**src/rtl/ofu_pkg.sv**
```systemverilog
// Shared types and constants for the operand fetch unit.
// The indirect-operand states exist only when OFU_INDIRECT_EN is defined.
package ofu_pkg;

  localparam int OFU_MAX_FIELDS  = 8;
  localparam int OFU_MIN_LATENCY = 1;
  localparam int OFU_MAX_LATENCY = 4;
  localparam int OFU_IDX_W       = $clog2(OFU_MAX_FIELDS);
  localparam int OFU_LAT_W       = $clog2(OFU_MAX_LATENCY);

  typedef enum logic [2:0] {
    ST_IDLE      = 3'd0,
    ST_ISSUE     = 3'd1,
    ST_WAIT      = 3'd2,
`ifdef OFU_INDIRECT_EN
    ST_DONE      = 3'd3,
    ST_IND_ISSUE = 3'd4,
    ST_IND_WAIT  = 3'd5
`else
    ST_DONE      = 3'd3
`endif
  } ofu_state_e;

  // Terminal value of the wait counter; latency is clamped into the supported range.
  function automatic logic [OFU_LAT_W-1:0] ofu_last_lat(input int lat);
    int l;
    if (lat < OFU_MIN_LATENCY) begin
      l = OFU_MIN_LATENCY;
    end else if (lat > OFU_MAX_LATENCY) begin
      l = OFU_MAX_LATENCY;
    end else begin
      l = lat;
    end
    return OFU_LAT_W'(l - 1);
  endfunction

endpackage

```
**src/rtl/regn.sv**
```systemverilog
// Generic W-bit register: asynchronous active-low clear, synchronous write enable.
module regn #(
  parameter int W = 16
) (
  input  logic         clk,
  input  logic         rst_n,
  input  logic         we,
  input  logic [W-1:0] d,
  output logic [W-1:0] q
);

  // Storage with async clear
  always_ff @(posedge clk or negedge rst_n) begin
    if (!rst_n) begin
      q <= '0;
    end else if (we) begin
      q <= d;
    end
  end

endmodule

```
**src/rtl/operand_fetch_unit.sv**
```systemverilog
// Fetches NUM_FIELDS consecutive instruction words into field registers for stage three.
// Define OFU_INDIRECT_EN to also fetch mem[field1] and mem[field2] as operands.
module operand_fetch_unit
  import ofu_pkg::*;
#(
  parameter int DATA_W      = 16,
  parameter int ADDR_W      = 16,
  parameter int NUM_FIELDS  = 4,
  parameter int OP_W        = 8,
  parameter int MEM_LATENCY = 1
) (
  input  logic                         CLK,
  input  logic                         reset,
  input  logic                         start,
  input  logic [ADDR_W-1:0]            base_addr,
  output logic                         busy,
  output logic                         done,
  output logic                         valid,
  output logic                         wrap,
  output logic                         mem_rd_en,
  output logic [ADDR_W-1:0]            mem_addr,
  input  logic [DATA_W-1:0]            mem_rd_data,
  output logic [NUM_FIELDS*DATA_W-1:0] fields_out,
  output logic [OP_W-1:0]              op_out,
  output logic [DATA_W-1:0]            operand_a,
  output logic [DATA_W-1:0]            operand_b
);

  localparam logic [OFU_LAT_W-1:0] LAT_LAST = ofu_last_lat(MEM_LATENCY);
  localparam logic [OFU_IDX_W-1:0] IDX_LAST = OFU_IDX_W'(NUM_FIELDS - 1);

  ofu_state_e state_r, state_n;
  logic [OFU_IDX_W-1:0] idx_r, idx_n;
  logic [OFU_LAT_W-1:0] lat_r, lat_n;
  logic [ADDR_W-1:0]    base_r, base_n;
  logic [ADDR_W-1:0]    addr_r, addr_n;
  logic                 rd_en_r, rd_en_n;
  logic                 busy_r, busy_n;
  logic                 done_r, done_n;
  logic                 valid_r, valid_n;
  logic                 wrap_r, wrap_n;
  logic                 cap_field;
  logic [NUM_FIELDS-1:0] field_we;
  logic [DATA_W-1:0]    field_q [NUM_FIELDS];
  logic [ADDR_W:0]      next_sum;

  // Carry out of this sum marks an address that wrapped past the top of memory.
  assign next_sum = {1'b0, base_r} + (ADDR_W+1)'(idx_r) + {{ADDR_W{1'b0}}, 1'b1};

`ifdef OFU_INDIRECT_EN
  logic ind_sel_r, ind_sel_n;
  logic opa_we, opb_we;
`endif

  // FSM state register
  always_ff @(posedge CLK or negedge reset) begin
    if (!reset) begin
      state_r <= ST_IDLE;
    end else begin
      state_r <= state_n;
    end
  end

  // Next-state and next-output logic
  always_comb begin
    state_n   = state_r;
    idx_n     = idx_r;
    lat_n     = lat_r;
    base_n    = base_r;
    addr_n    = addr_r;
    rd_en_n   = 1'b0;
    done_n    = 1'b0;
    valid_n   = valid_r;
    wrap_n    = wrap_r;
    cap_field = 1'b0;
`ifdef OFU_INDIRECT_EN
    ind_sel_n = ind_sel_r;
    opa_we    = 1'b0;
    opb_we    = 1'b0;
`endif
    case (state_r)
      ST_IDLE, ST_DONE: begin
        if (start) begin
          state_n = ST_ISSUE;
          base_n  = base_addr;
          idx_n   = '0;
          valid_n = 1'b0;
          wrap_n  = 1'b0;
          rd_en_n = 1'b1;
          addr_n  = base_addr;
        end else begin
          state_n = ST_IDLE;
        end
      end
      ST_ISSUE: begin
        state_n = ST_WAIT;
        lat_n   = '0;
      end
      ST_WAIT: begin
        if (lat_r == LAT_LAST) begin
          cap_field = 1'b1;
          if (idx_r < IDX_LAST) begin
            idx_n   = idx_r + OFU_IDX_W'(1);
            state_n = ST_ISSUE;
            rd_en_n = 1'b1;
            addr_n  = next_sum[ADDR_W-1:0];
            wrap_n  = wrap_r | next_sum[ADDR_W];
          end else begin
`ifdef OFU_INDIRECT_EN
            state_n   = ST_IND_ISSUE;
            ind_sel_n = 1'b0;
            rd_en_n   = 1'b1;
            addr_n    = ADDR_W'(field_q[1]);
`else
            state_n = ST_DONE;
            done_n  = 1'b1;
            valid_n = 1'b1;
`endif
          end
        end else begin
          lat_n = lat_r + OFU_LAT_W'(1);
        end
      end
`ifdef OFU_INDIRECT_EN
      ST_IND_ISSUE: begin
        state_n = ST_IND_WAIT;
        lat_n   = '0;
      end
      ST_IND_WAIT: begin
        if (lat_r == LAT_LAST) begin
          if (!ind_sel_r) begin
            opa_we    = 1'b1;
            ind_sel_n = 1'b1;
            state_n   = ST_IND_ISSUE;
            rd_en_n   = 1'b1;
            addr_n    = ADDR_W'(field_q[2]);
          end else begin
            opb_we  = 1'b1;
            state_n = ST_DONE;
            done_n  = 1'b1;
            valid_n = 1'b1;
          end
        end else begin
          lat_n = lat_r + OFU_LAT_W'(1);
        end
      end
`endif
      default: begin
        state_n = ST_IDLE;
      end
    endcase
    busy_n = (state_n != ST_IDLE);
    for (int i = 0; i < NUM_FIELDS; i++) begin
      field_we[i] = cap_field && (idx_r == OFU_IDX_W'(i));
    end
  end

  // Counters, latched base and registered status outputs
  always_ff @(posedge CLK or negedge reset) begin
    if (!reset) begin
      idx_r   <= '0;
      lat_r   <= '0;
      base_r  <= '0;
      addr_r  <= '0;
      rd_en_r <= 1'b0;
      busy_r  <= 1'b0;
      done_r  <= 1'b0;
      valid_r <= 1'b0;
      wrap_r  <= 1'b0;
`ifdef OFU_INDIRECT_EN
      ind_sel_r <= 1'b0;
`endif
    end else begin
      idx_r   <= idx_n;
      lat_r   <= lat_n;
      base_r  <= base_n;
      addr_r  <= addr_n;
      rd_en_r <= rd_en_n;
      busy_r  <= busy_n;
      done_r  <= done_n;
      valid_r <= valid_n;
      wrap_r  <= wrap_n;
`ifdef OFU_INDIRECT_EN
      ind_sel_r <= ind_sel_n;
`endif
    end
  end

  for (genvar gi = 0; gi < NUM_FIELDS; gi++) begin : g_field
    regn #(.W(DATA_W)) u_field (
      .clk   (CLK),
      .rst_n (reset),
      .we    (field_we[gi]),
      .d     (mem_rd_data),
      .q     (field_q[gi])
    );
    assign fields_out[gi*DATA_W +: DATA_W] = field_q[gi];
  end

`ifdef OFU_INDIRECT_EN
  regn #(.W(DATA_W)) u_operand_a (
    .clk   (CLK),
    .rst_n (reset),
    .we    (opa_we),
    .d     (mem_rd_data),
    .q     (operand_a)
  );

  regn #(.W(DATA_W)) u_operand_b (
    .clk   (CLK),
    .rst_n (reset),
    .we    (opb_we),
    .d     (mem_rd_data),
    .q     (operand_b)
  );
`else
  assign operand_a = {DATA_W{1'b0}};
  assign operand_b = {DATA_W{1'b0}};
`endif

  assign op_out    = field_q[0][OP_W-1:0];
  assign busy      = busy_r;
  assign done      = done_r;
  assign valid     = valid_r;
  assign wrap      = wrap_r;
  assign mem_rd_en = rd_en_r;
  assign mem_addr  = addr_r;

endmodule

```
**config.mk**
```make
export PLATFORM = sky130hd
export DESIGN_NAME = operand_fetch_unit
export DESIGN_NICKNAME = d
export VERILOG_FILES = /design/src/rtl/ofu_pkg.sv /design/src/rtl/regn.sv /design/src/rtl/operand_fetch_unit.sv
export SDC_FILE = /design/constraint.sdc
export NUM_CORES = 1
export LEC_CHECK = 0
export BUFFER_PORTS_ARGS = -buffer_cell sky130_fd_sc_hd__clkbuf_2
export CAP_MARGIN = 25
export CORE_MARGIN = 2
export CORE_UTILIZATION = 56
export DETAILED_ROUTE_END_ITERATION = 16
export PLACE_DENSITY = 0.86
export RECOVER_POWER = 50
export SLEW_MARGIN = 20
export SYNTH_ARGS = -nofsm -noshare
export SYNTH_HDL_FRONTEND = slang
export SYNTH_SLANG_ARGS = --single-unit
```
**constraint.sdc**
```tcl
create_clock -name CLK -period 5.5 [get_ports CLK]
set_clock_uncertainty 0.05 [all_clocks]
set_input_delay 1.1 -clock CLK [delete_from_list [all_inputs] [get_ports CLK]]
set_output_delay 1.1 -clock CLK [all_outputs]
set_load 0.005 [all_outputs]
```
==> key figures, run 1 <==
Min path
  – Worst hold path type: reg -> reg

Place
  – Area post-placement: 5700 um^2
  – Detail Placement HPWL: 7.95 mm
  – Quantity of I/O buffers inserted on ports: 127
  – Final Wtd Congestion: 0.832
  – Worst slack, placed: 2.75 ns

Synth
  – Predominant post-synthesis flop cell: dfrtp_1
  – Cell area after technology mapping: 5230 um^2
  – Mean post-synth cell area: approximately 12 um^2
  – Number of synthesized register bits: between 100 and 150
  – Proportion of register bits with asynchronous set or reset after synthesis: 100%
  – Sequential share of the synthesized area: 52.1%
  – Count of distinct cell types in the synthesized netlist: 54
  – Number of warnings printed during yosys synthesis: 0
  – Gate count of the mapped netlist: 423
  – Number of synthesized flops with an enable pin: 0

Floorplan
  – Die Footprint: between 10000 and 15000 um^2
  – Die width: roughly 100 um
  – Initial core utilization: about 57%
  – I/O Pins: 160
  – Cell row count: 35
  – Core Region: between 9000 and 10000 um^2
  – Chip Height: approximately 100 um

Setup path
  – Type of the setup path with the least slack: in -> reg
  – Element type at the critical path start: primary input
  – Data required time at the worst endpoint: 5.68 ns
  – Largest fanout on the critical path: 13
  – WP data arrival: 3.00 ns
  – Kind of capture point of the worst setup path: flop

Global routing
  – Wire length of the first global-routing pass: 17.5 mm
  – Via count of the first global-routing pass: 3511
  – Pin count of the biggest net entering global routing: 67
  – GRT Overall Usage: 21.9%
  – Initial antenna violation count: 0
  – Congestion Overflow GR: 0

CTS
  – Number of clock sinks: 109
  – Clock Root Buffer: clkbuf_8
  – CTS Buf Count: 9
  – Clock latency at the later pin of the worst-skew pair: 0.37 ns
  – Setup fix buffers added after clock tree synthesis: 0
  – H-tree Lvls: 3
  – Count of hold buffers inserted by post-cts repair: 0
  – Cts repair resizes: 0
  – TritonCTS clock tree: yes
  – Maximum count of clock buffers along a single path: 2
  – CTS clock-pin slew for the worst setup and hold paths: about 0.10 ns

Drt
  – First-pass DRT Iterations: 4
  – Detailed-route via count: 3561
  – Routed len/inst: 16.8 um
  – Number of vias per cell: 5.44
  – Final WL: 11.0 mm
  – DR iter-0 viols: 127
  – Number of design rule violations left after detail routing: 0
  – Antenna Violating Nets Remaining: 0

STA
  – Tcrit/Tclk final: 51.3%
  – Final hold violation count: 0
  – Peak clock frequency supported by timing: 354 MHz
  – Post-route worst hold slack: approximately 0.45 ns
  – Worst setup margin: 2.68 ns
  – Endpoints failing setup: 0
  – Worst slew margin: 15.4%
  – Final period demand of the worst path: roughly 2.8 ns
  – Worst Tran Pin Value: around 1.3 ns
  – Unrepaired setup endpoints after global routing: no
  – Final-report max-slew violation count: 0
  – Setup TNS: 0 ns

Pwr
  – Post-route total power: 2.37 mW
  – Lkg Pwr: approximately 2.9 nW
  – Power Dens Cells: 410 nW/um^2
  – Worst vdd ir: 0.176 mV

Layout
  – Layout area overhead: 10.6%
  – Fraction of layout cells with a size suffix above 1: 31.4%
  – # nets final: 584
  – # diodes: 0
  – Final Cell Area: 5790 um^2

Status
  – Outcome: finished clean

Job
  – Max-cap violations: 0
[cell usage in the layout, fill, tap and decap left out, types with 2 or more instances in the layout]
cell and n:
mux2_2 25, mux2_4 30, a22oi_1 5, o32ai_1 2, clkbuf_2 91, nor2b_1 2, clkbuf_1 33, buf_1 2
o21ai_1 4, inv_1 13, o21a_1 2, nand2_4 2, conb_1 33, clkbuf_8 12, and2_1 2, dfrtp_1 109
o22ai_1 5, a21o_1 3, nand3b_1 2, nand3_1 5, nor4_1 3, a21oi_1 14, xnor2_1 5, and3_1 5
buf_4 2, nor2_1 11, a211oi_1 5, ha_1 9, nand2_1 46, o21ai_0 12, nor3_1 10, nand4_1 5
mux2_1 10, xor2_1 2
[state kept, by name, summed over array words and instances, names as in the netlist]
| register | flops |
|---|---|
| base_r | 16 |
| busy | 1 |
| idx_r | 3 |
| g_field.u_field.q | 64 |
| wrap | 1 |
| lat_r | 2 |
| mem_rd_en | 1 |
| valid | 1 |
| mem_addr | 16 |
| state_r | 3 |
| done | 1 |
[worst max-delay path: stages]
cell	delay, ns
clkbuf_1	0.10
nor2b_1	0.19
a22oi_1	1.02
inv_2	0.30
a31oi_1	0.23
nor2_1	0.06
[report_power, final]
| part | switching [mW] | leakage (nW) | internal, mW |
|---|---|---|---|
| Combinational | 0.308 | 1.45 | 0.380 |
| Clock | 0.267 | 0.0990 | 0.204 |
| Sequential | 0.174 | 1.31 | 1.04 |
[per-layer routing]
metal  vias to the layer above  wire length, um  GRT usage (%)
met2                       147             5370           37.1
met3                         8              722           3.54
met4                         0               78           5.48
met5                         -                0              0
met1                      1779             4820           29.4
li1                       1627                -              -
[Yosys cell counts, types with 2 or more instances]
| cell | number | area (um^2) |
|---|---|---|
| a211oi_1 | 5 | 37.5 |
| a21o_1 | 3 | 22.5 |
| a21oi_1 | 14 | 70.1 |
| a22oi_1 | 4 | 30.0 |
| and2_1 | 2 | 12.5 |
| and3_1 | 5 | 31.3 |
| buf_12 | 3 | 60.1 |
| buf_2 | 7 | 35.0 |
| buf_4 | 42 | 315 |
| buf_6 | 2 | 22.5 |
| dfrtp_1 | 109 | 2730 |
| ha_1 | 9 | 113 |
| inv_1 | 13 | 48.8 |
| mux2_2 | 25 | 282 |
| mux2_4 | 40 | 601 |
| nand2_1 | 44 | 165 |
| nand2_4 | 4 | 45.0 |
| nand3_1 | 5 | 25.0 |
| nand3b_1 | 2 | 15.0 |
| nand4_1 | 5 | 31.3 |
| nor2_1 | 11 | 41.3 |
| nor3_1 | 10 | 50.1 |
| nor4_1 | 3 | 18.8 |
| o21a_1 | 2 | 15.0 |
| o21ai_0 | 12 | 60.1 |
| o21ai_1 | 4 | 20.0 |
| o22ai_1 | 5 | 31.3 |
| o32ai_1 | 2 | 17.5 |
| xnor2_1 | 5 | 43.8 |
| xor2_1 | 2 | 17.5 |
[stage by stage]
step | instances | utilization (%)
floorplan | 455 | -
global placement | 639 | 62.3
finish | 655 | 63.2
global route | 655 | 63.2
CTS | 655 | 64.4
detailed placement | 639 | 62.3
[worst paths after layout]
check,start,end,slack (ns),cells after the start
hold reg to reg,mem_addr[10],mem_addr[10],0.45,2
max in group asynchronous,reset,g_field[2].u_field.q[1],3.55,2
min in group asynchronous,reset,g_field[2].u_field.q[3],0.77,1
setup reg to reg,lat_r[0],wrap,2.74,7
hold / removal,mem_addr[10],mem_addr[10],0.45,2
setup / recovery,start,wrap,2.68,6
[area by class of cell]
| class | count | area, um^2 |
|---|---|---|
| flip-flops and latches | 109 | 2730 |
| clock inverters | 4 | 30.0 |
| fillers | 754 | 3360 |
| inverters | 14 | 52.6 |
| repair buffers | 128 | 602 |
| well taps | 111 | 139 |
| multi-input cells | 277 | 2070 |
| clock buffers | 12 | 165 |
[cell families (layout without fill, tap and decap cells)]
kind of cell | after synthesis | in the layout | synth area share [%]
fa+ha+maj | 10 | 10 | 2.53
mux | 65 | 65 | 16.9
compound gates | 61 | 61 | 7.44
buf+inv | 69 | 158 | 9.35
flops | 109 | 109 | 52.1
other cells | 1 | 33 | 0.0717
simple gates | 100 | 100 | 10.1
xor+xnor | 8 | 8 | 1.48
No activity file was read; power rests on OpenSTA's default activity.
==> run 2, diff against run 1 <==
--- a/config.mk
+++ b/config.mk
@@ -8,9 +8,9 @@
 export BUFFER_PORTS_ARGS = -buffer_cell sky130_fd_sc_hd__clkbuf_2
 export CAP_MARGIN = 25
 export CORE_MARGIN = 2
-export CORE_UTILIZATION = 56
+export CORE_UTILIZATION = 52
 export DETAILED_ROUTE_END_ITERATION = 16
-export PLACE_DENSITY = 0.86
+export PLACE_DENSITY = 0.81
 export RECOVER_POWER = 50
 export SLEW_MARGIN = 20
 export SYNTH_ARGS = -nofsm -noshare
==> constraint.sdc (replaced) <==
create_clock -name CLK -period 2.6 [get_ports CLK]
set_clock_uncertainty 0.05 [all_clocks]
set_input_delay 0.52 -clock CLK [delete_from_list [all_inputs] [get_ports CLK]]
set_output_delay 0.52 -clock CLK [all_outputs]
set_load 0.005 [all_outputs]
==> run 2 against run 1 <==
Effect of this change:
- global-route usage is 0.97 points lower
- combinational power is 120% higher
- register-to-register slack worse by 2.3 ns
- hold slack worse by 0.16 ns
- first-iteration DRC count is 1.6% higher
- via count is 0.28% lower
- critical path type is now reg -> reg
- final cell count is 4.1% higher
- wire length is 0.56% higher
- die area is 7.4% higher
==> key figures, run 2 (synthesized netlist as in run 1, its figures left out) <==
STA
  – Worst Tran Pin Value: 1.09 ns (-0.177 ns)
  – Tcrit/Tclk final: 82.3%
  – Setup TNS: 0 ns (unchanged)
  – Final-report max-slew violation count: 0 (unchanged)
  – Worst slew margin: 27.2% (+12 points)
  – Peak clock frequency supported by timing: 467 MHz
  – Final period demand of the worst path: 2.14 ns
  – Endpoints failing setup: 0 (unchanged)
  – Unrepaired setup endpoints after global routing: no
  – Final hold violation count: 0 (unchanged)

Drt
  – First-pass DRT Iterations: 4 (unchanged)
  – Routed len/inst: 16.2 um (-3.4%)
  – Final WL: 11.1 mm (+0.56%)
  – Number of vias per cell: 5.21 (-4.2%)
  – Number of design rule violations left after detail routing: 0 (unchanged)
  – Detailed-route via count: 3551 (-0.28%)
  – DR iter-0 viols: 129 (+1.6%)
  – Antenna Violating Nets Remaining: 0 (unchanged)

Layout
  – # nets final: 589 (+0.86%)
  – Most flops, register: g_field.u_field.q
  – Most common cell after layout, fill and taps aside: clkbuf_2
  – Max FFs per register: 64 (unchanged)
  – Layout fillers: 789 (+4.6%)
  – Area of the multi-input gates: 2140 um^2 (+3.1%)
  – Combined flip-flop and latch cell area: 2730 um^2 (unchanged)
  – Commonest cells after routing, fill and taps aside: 112 x clkbuf_2, 109 x dfrtp_1, 44 x nand2_1
  – Layout area overhead: 14.5%
  – Fraction of layout cells with a size suffix above 1: 38.3% (+6.8 points)
  – # diodes: 0 (unchanged)
  – Count of non-filler cells in the finished layout: 682 (+4.1%)

Floorplan
  – Cell row count: 36 (+2.9%)
  – I/O Pins: 160 (unchanged)
  – Core Region: 9770 um^2 (+6.8%)
  – Die width: 104 um (+3.6%)
  – Die Footprint: 10900 um^2 (+7.4%)
  – Initial core utilization: 53.5% (-3.6 points)
  – Chip Height: 104 um (+3.6%)

Min path
  – Worst hold path type: in -> reg
  – Number of cells on the worst hold path: 3 (+1)

Place
  – Final Wtd Congestion: 0.842 (+1.3%)
  – Detail Placement HPWL: 7.96 mm (+0.15%)
  – Quantity of I/O buffers inserted on ports: 127 (unchanged)
  – Cell Count Post-Placement: 665 (+4.1%)

CTS
  – Clock latency at the later pin of the worst-skew pair: 0.38 ns (about the same)
  – H-tree Lvls: 3 (unchanged)
  – Number of clock sinks: 109 (unchanged)
  – CTS clock-pin slew for the worst setup and hold paths: 0.11 ns (about the same)
  – TritonCTS clock tree: yes
  – Maximum count of clock buffers along a single path: 2 (unchanged)
  – Clock Root Buffer: clkbuf_8
  – Cts repair resizes: 0 (unchanged)
  – CTS Buf Count: 9 (unchanged)

Global routing
  – Congestion Overflow GR: 0 (unchanged)
  – Initial antenna violation count: 0 (unchanged)
  – GRT Overall Usage: 20.9% (-0.97 points)
  – Via count of the first global-routing pass: 3499 (-0.34%)
  – Pin count of the biggest net entering global routing: 61 (-9.0%)
  – Wire length of the first global-routing pass: 18.2 mm (+3.7%)

Setup path
  – Kind of capture point of the worst setup path: flop
  – WP data arrival: 2.36 ns (-0.64 ns)
  – Type of the setup path with the least slack: reg -> reg
  – Data required time at the worst endpoint: 2.82 ns (-2.86 ns)
  – Depth of the most critical reg-to-reg path: 9 (+2)
  – Largest fanout on the critical path: 9 (-4)
  – Element type at the critical path start: flop

Pwr
  – Worst vdd ir: 0.408 mV (+130%)
  – Power Dens Cells: 872 nW/um^2 (+110%)
  – Lkg Pwr: 3.04 nW (+6.4%)

Status
  – Outcome: finished clean

Job
  – Max-cap violations: 0 (unchanged)
run 2: final timing paths:
path | start | endpoint | slack, ns
worst min-delay path | base_addr[10] | base_r[10] | 0.29
worst max-delay path | idx_r[0] | mem_addr[12] | 0.46
worst max register to register | idx_r[0] | mem_addr[12] | 0.46
max in group asynchronous | reset | g_field[1].u_field.q[1] | 0.69
worst min register to register | base_r[2] | base_r[2] | 0.45
min in group asynchronous | reset | g_field[2].u_field.q[4] | 0.81
run 2: power breakdown:
part           total [mW]  internal [mW]  switching [mW]
registers            2.57           2.19           0.380
logic                1.51          0.856           0.654
clock network        1.14          0.546           0.598
total                5.23           3.59            1.63
run 2: stage by stage:
stage                     utilization (%)  cell area, um^2  power (mW)  hold slack (ns)  setup WS [ns]
after floorplan                         -             5350        3.48            0.174          0.441
after global placement               59.2             5780        4.06            0.360          0.570
after global routing                 61.3             5990        5.52            0.296          0.323
final                                61.3             5990        5.23            0.294          0.461
after CTS                            61.5             6010        5.27            0.283          0.463
after detailed placement             59.2             5780        4.13            0.362          0.479
run 2: area by class of cell:
type | instances | area share [%]
clock inverters | 7 | 1.63
repair buffers | 133 | 11.5
well taps | 133 | 2.78
inverters | 14 | 0.877
multi-input cells | 277 | 35.6
clock buffers | 9 | 2.07
flip-flops and latches | 109 | 45.5
run 2: repair_timing:
action | in CTS | in global routing
hold endpoints to repair | 18 | 0
setup buffers | 0 | 0
hold buffers | 1 | 0
run 2: critical path, cell delays in order, from the launching register on:
cell	delay, ns
dfrtp_1	0.44
inv_1	0.12
ha_1	0.18
inv_1	0.05
fa_1	0.39
a21oi_1	0.16
buf_4	0.18
nor4_1	0.07
o32ai_1	0.28
o21ai_1	0.11
run 2: per-layer routing:
layer	vias to the layer above	GRT usage [%]	wire, um
li1	1633	-	-
met1	1756	28.6	5020
met2	142	33.5	5190
met3	20	3.45	630
met4	0	7.92	218
met5	-	0	0
==> run 3, diff against run 2 <==
--- a/config.mk
+++ b/config.mk
@@ -5,6 +5,7 @@
 export SDC_FILE = /design/constraint.sdc
 export NUM_CORES = 1
 export LEC_CHECK = 0
+export ABC_AREA = 1
 export BUFFER_PORTS_ARGS = -buffer_cell sky130_fd_sc_hd__clkbuf_2
 export CAP_MARGIN = 25
 export CORE_MARGIN = 2
==> constraint.sdc (replaced) <==
create_clock -name CLK -period 2 [get_ports CLK]
set_clock_uncertainty 0.05 [all_clocks]
set_input_delay 0.4 -clock CLK [delete_from_list [all_inputs] [get_ports CLK]]
set_output_delay 0.4 -clock CLK [all_outputs]
set_load 0.005 [all_outputs]
==> run 3 against run 2 <==
Effect of this change:
- maximum frequency increased by 15%
- critical path depth up 2
- synthesized cell count up 34%
- largest cell class unchanged
- largest power group unchanged
- highest routed layer unchanged
==> key figures, run 3 <==
Status
  – Outcome: finished clean

Drt
  – Antenna Violating Nets Remaining: 0 (unchanged)
  – Number of design rule violations left after detail routing: 0 (unchanged)
  – DR iter-0 viols: 173 (+34%)
  – Detailed-route via count: 4114 (+16%)
  – First-pass DRT Iterations: 4 (unchanged)
  – Final WL: 11.5 mm (+4.0%)
  – Number of vias per cell: 4.95 (-4.9%)
  – Routed len/inst: 13.8 um (-15%)

Setup path
  – Critical-path cell with the highest stage delay: dfrtp_1
  – WP data arrival: 2.08 ns (-0.28 ns)
  – Kind of capture point of the worst setup path: flop
  – Largest fanout on the critical path: 6 (-3)
  – Buffers plus inverters on the worst setup path: 3 (unchanged)
  – Cell repeated most along the worst path: inv_1
  – Type of the setup path with the least slack: reg -> reg
  – Data required time at the worst endpoint: 2.22 ns (-0.60 ns)
  – CP delay by family, top: adder cells
  – Worst stage delay on the critical path: 0.40 ns (-0.04 ns)
  – Series of cell instances along the critical path: inv_1 -> ha_1 -> inv_1 -> fa_2 -> nand3_1 -> nand2_2 -> buf_4 -> nand4_1 -> nand2_1 -> nor2_1 -> o21ai_1
  – Element type at the critical path start: flop

STA
  – Worst Tran Pin Value: 0.709 ns (-0.383 ns)
  – Endpoints failing setup: 0 (unchanged)
  – Unrepaired setup endpoints after global routing: no
  – Post-route worst hold slack: 0.198 ns (-0.0962 ns)
  – Worst slew margin: 52.7% (+26 points)
  – Final-report max-slew violation count: 0 (unchanged)
  – Final hold violation count: 0 (unchanged)
  – Tcrit/Tclk final: 93.2% (+11 points)
  – Worst setup margin: 0.136 ns (-0.324 ns)
  – Setup TNS: 0 ns (unchanged)
  – Final period demand of the worst path: 1.86 ns (-0.276 ns)
  – Peak clock frequency supported by timing: 537 MHz (+15%)

Pwr
  – Worst vdd ir: 0.585 mV (+43%)
  – Lkg Pwr: 3.22 nW (+5.9%)
  – Power Dens Cells: 1110 nW/um^2 (+28%)

Place
  – Final Wtd Congestion: 0.877 (+4.2%)
  – Area post-placement: 5930 um^2 (+2.5%)
  – Worst slack, placed: 0.0327 ns (-0.447 ns)
  – Detail Placement HPWL: 8.40 mm (+5.5%)
  – Quantity of I/O buffers inserted on ports: 127 (unchanged)

Synth
  – Mean post-synth cell area: 9.42 um^2 (-24%)
  – Top cell type by total area after synthesis: dfrtp_1
  – Proportion of register bits with asynchronous set or reset after synthesis: 100% (unchanged)
  – Share of the synthesized area in the top cell type: 51.3% (-0.86 points)
  – Predominant post-synthesis flop cell: dfrtp_1
  – Synth top cells by count: 137 x nand2_1, 109 x dfrtp_1, 58 x inv_1, 54 x o21ai_2, 44 x buf_4
  – Count leader, synth: nand2_1
  – Cell area after technology mapping: 5320 um^2 (+1.7%)
  – Cell types with the largest area share after synthesis: dfrtp_1 51%, nand2_1 9.7%, o21ai_2 8.9%
  – Number of synthesized flops with an enable pin: 0 (unchanged)
  – Sequential share of the synthesized area: 51.3% (-0.86 points)
  – Number of warnings printed during yosys synthesis: 0 (unchanged)
  – Gate count of the mapped netlist: 565 (+34%)
  – Count of distinct cell types in the synthesized netlist: 32 (-41%)
  – Number of synthesized register bits: 109 (unchanged)

Job
  – Max-cap violations: 0 (unchanged)

Layout
  – Layout area overhead: 14.9%
  – # nets final: 738 (+25%)
  – Combined flip-flop and latch cell area: 2730 um^2 (unchanged)
  – Max FFs per register: 64 (unchanged)
  – Most common cell after layout, fill and taps aside: nand2_1
  – # diodes: 0 (unchanged)
  – Final Core Density: 62.0% (+0.66 points)
  – Final Cell Area: 6110 um^2 (+2.0%)
  – Most flops, register: g_field.u_field.q
  – Area of the multi-input gates: 2020 um^2 (-5.3%)
  – Fraction of layout cells with a size suffix above 1: 31.5% (-6.7 points)
  – Layout fillers: 840 (+6.5%)
  – Commonest cells after routing, fill and taps aside: 136 x nand2_1, 113 x clkbuf_2, 109 x dfrtp_1

Min path
  – Worst hold path type: in -> reg

Global routing
  – Pin count of the biggest net entering global routing: 57 (-6.6%)
  – Via count of the first global-routing pass: 4077 (+17%)
  – Met3 Track Usage GR: 4.43% (+0.98 points)
  – GRT met1 Usage: 29.2% (+0.57 points)
  – GRT Overall Usage: 21.8% (+0.86 points)
  – Met2 track utilization from global routing: 36.1% (+2.6 points)
  – Wire length of the first global-routing pass: 19.3 mm (+6.3%)
  – Initial antenna violation count: 0 (unchanged)
  – Most used routing layer in global routing: met2
  – Congestion Overflow GR: 0 (unchanged)

CTS
  – Maximum count of clock buffers along a single path: 2 (unchanged)
  – TritonCTS clock tree: yes
  – Clock latency at the later pin of the worst-skew pair: 0.37 ns (about the same)
  – CTS Buf Count: 9 (unchanged)
  – Clock Root Buffer: clkbuf_8
  – H-tree Lvls: 3 (unchanged)
  – CTS clock-pin slew for the worst setup and hold paths: 0.11 ns (about the same)
  – Setup fix buffers added after clock tree synthesis: 0 (unchanged)
  – Number of clock sinks: 109 (unchanged)

Floorplan
  – Die width: 105 um (+0.81%)
  – I/O Pins: 160 (unchanged)
  – Cell row count: 36 (unchanged)
  – Initial core utilization: 53.9% (+0.40 points)
  – Core Region: 9860 um^2 (+0.92%)
  – Chip Height: 105 um (+0.81%)
  – Die Footprint: 11100 um^2 (+1.6%)
==> run 3: cell types whose count changed after synthesis, sizes merged, moves of 23 or more <==
cell	delta
o21ai	+78
mux2	-65
nor2	+25
nand2	+93
inv	+50
nand3	+23
==> run 3: cell type report <==
type                    count  share of cell area (%)
clock inverters             7                    1.31
inverters                  64                    3.97
clock buffers               9                    2.03
well taps                 133                    2.72
repair buffers            143                    12.3
flip-flops and latches    109                    44.6
multi-input cells         366                    33.1
==> run 3: cell families after synthesis <==
logic type	count (synthesis)	share of synthesized area (%)
buf+inv	122	13.1
compound gates	108	14.5
xor+xnor	3	0.494
flops	109	51.3
fa+ha+maj	10	2.49
other cells	1	0.0705
simple gates	212	18.0
==> run 3: layer usage <==
metal	up-vias	routed length, um
met5	-	0
met1	1960	5080
met2	153	5650
met3	14	624
li1	1987	-
met4	0	135
==> run 3: metrics by stage <==
| stage | power [mW] | std cells |
|---|---|---|
| after floorplan | 4.57 | 597 |
| after CTS | 6.88 | 831 |
| after detailed placement | 5.49 | 814 |
| after global routing | 7.27 | 831 |
| final | 6.80 | 831 |
| after global placement | 5.37 | 814 |
==> run 3: path summary, 6_finish.rpt <==
check	slack [ns]	startpoint	cells past startpoint	to
worst max-delay path	0.14	idx_r[0]	11	mem_addr[6]
worst min-delay path	0.20	base_addr[11]	3	base_r[11]
worst max register to register	0.14	idx_r[0]	11	mem_addr[6]
worst min register to register	0.44	g_field[2].u_field.q[1]	2	g_field[2].u_field.q[1]
max in group asynchronous	0.37	reset	3	g_field[1].u_field.q[0]
min in group asynchronous	0.59	reset	2	g_field[0].u_field.q[11]
==> run 3: repair_timing <==
| action | CTS | global route |
|---|---|---|
| hold buffers | 1 | 0 |
| resized for setup | 0 | 3 |
| endpoints found under the setup margin | 0 | 6 |
| hold endpoints to repair | 25 | 0 |
==> run 3: where the power goes <==
group	switching (mW)	internal, mW
logic	1.15	0.969
clock network	0.793	0.598
registers	0.429	2.86
==> run 3: worst min-delay path, delay by kind of cell <==
kind | cells | cell delay, ns
AND/OR/NAND/NOR | 1 | 0.04
buffers and inverters | 1 | 0.09
AO/OA/AOI/OAI | 1 | 0.06
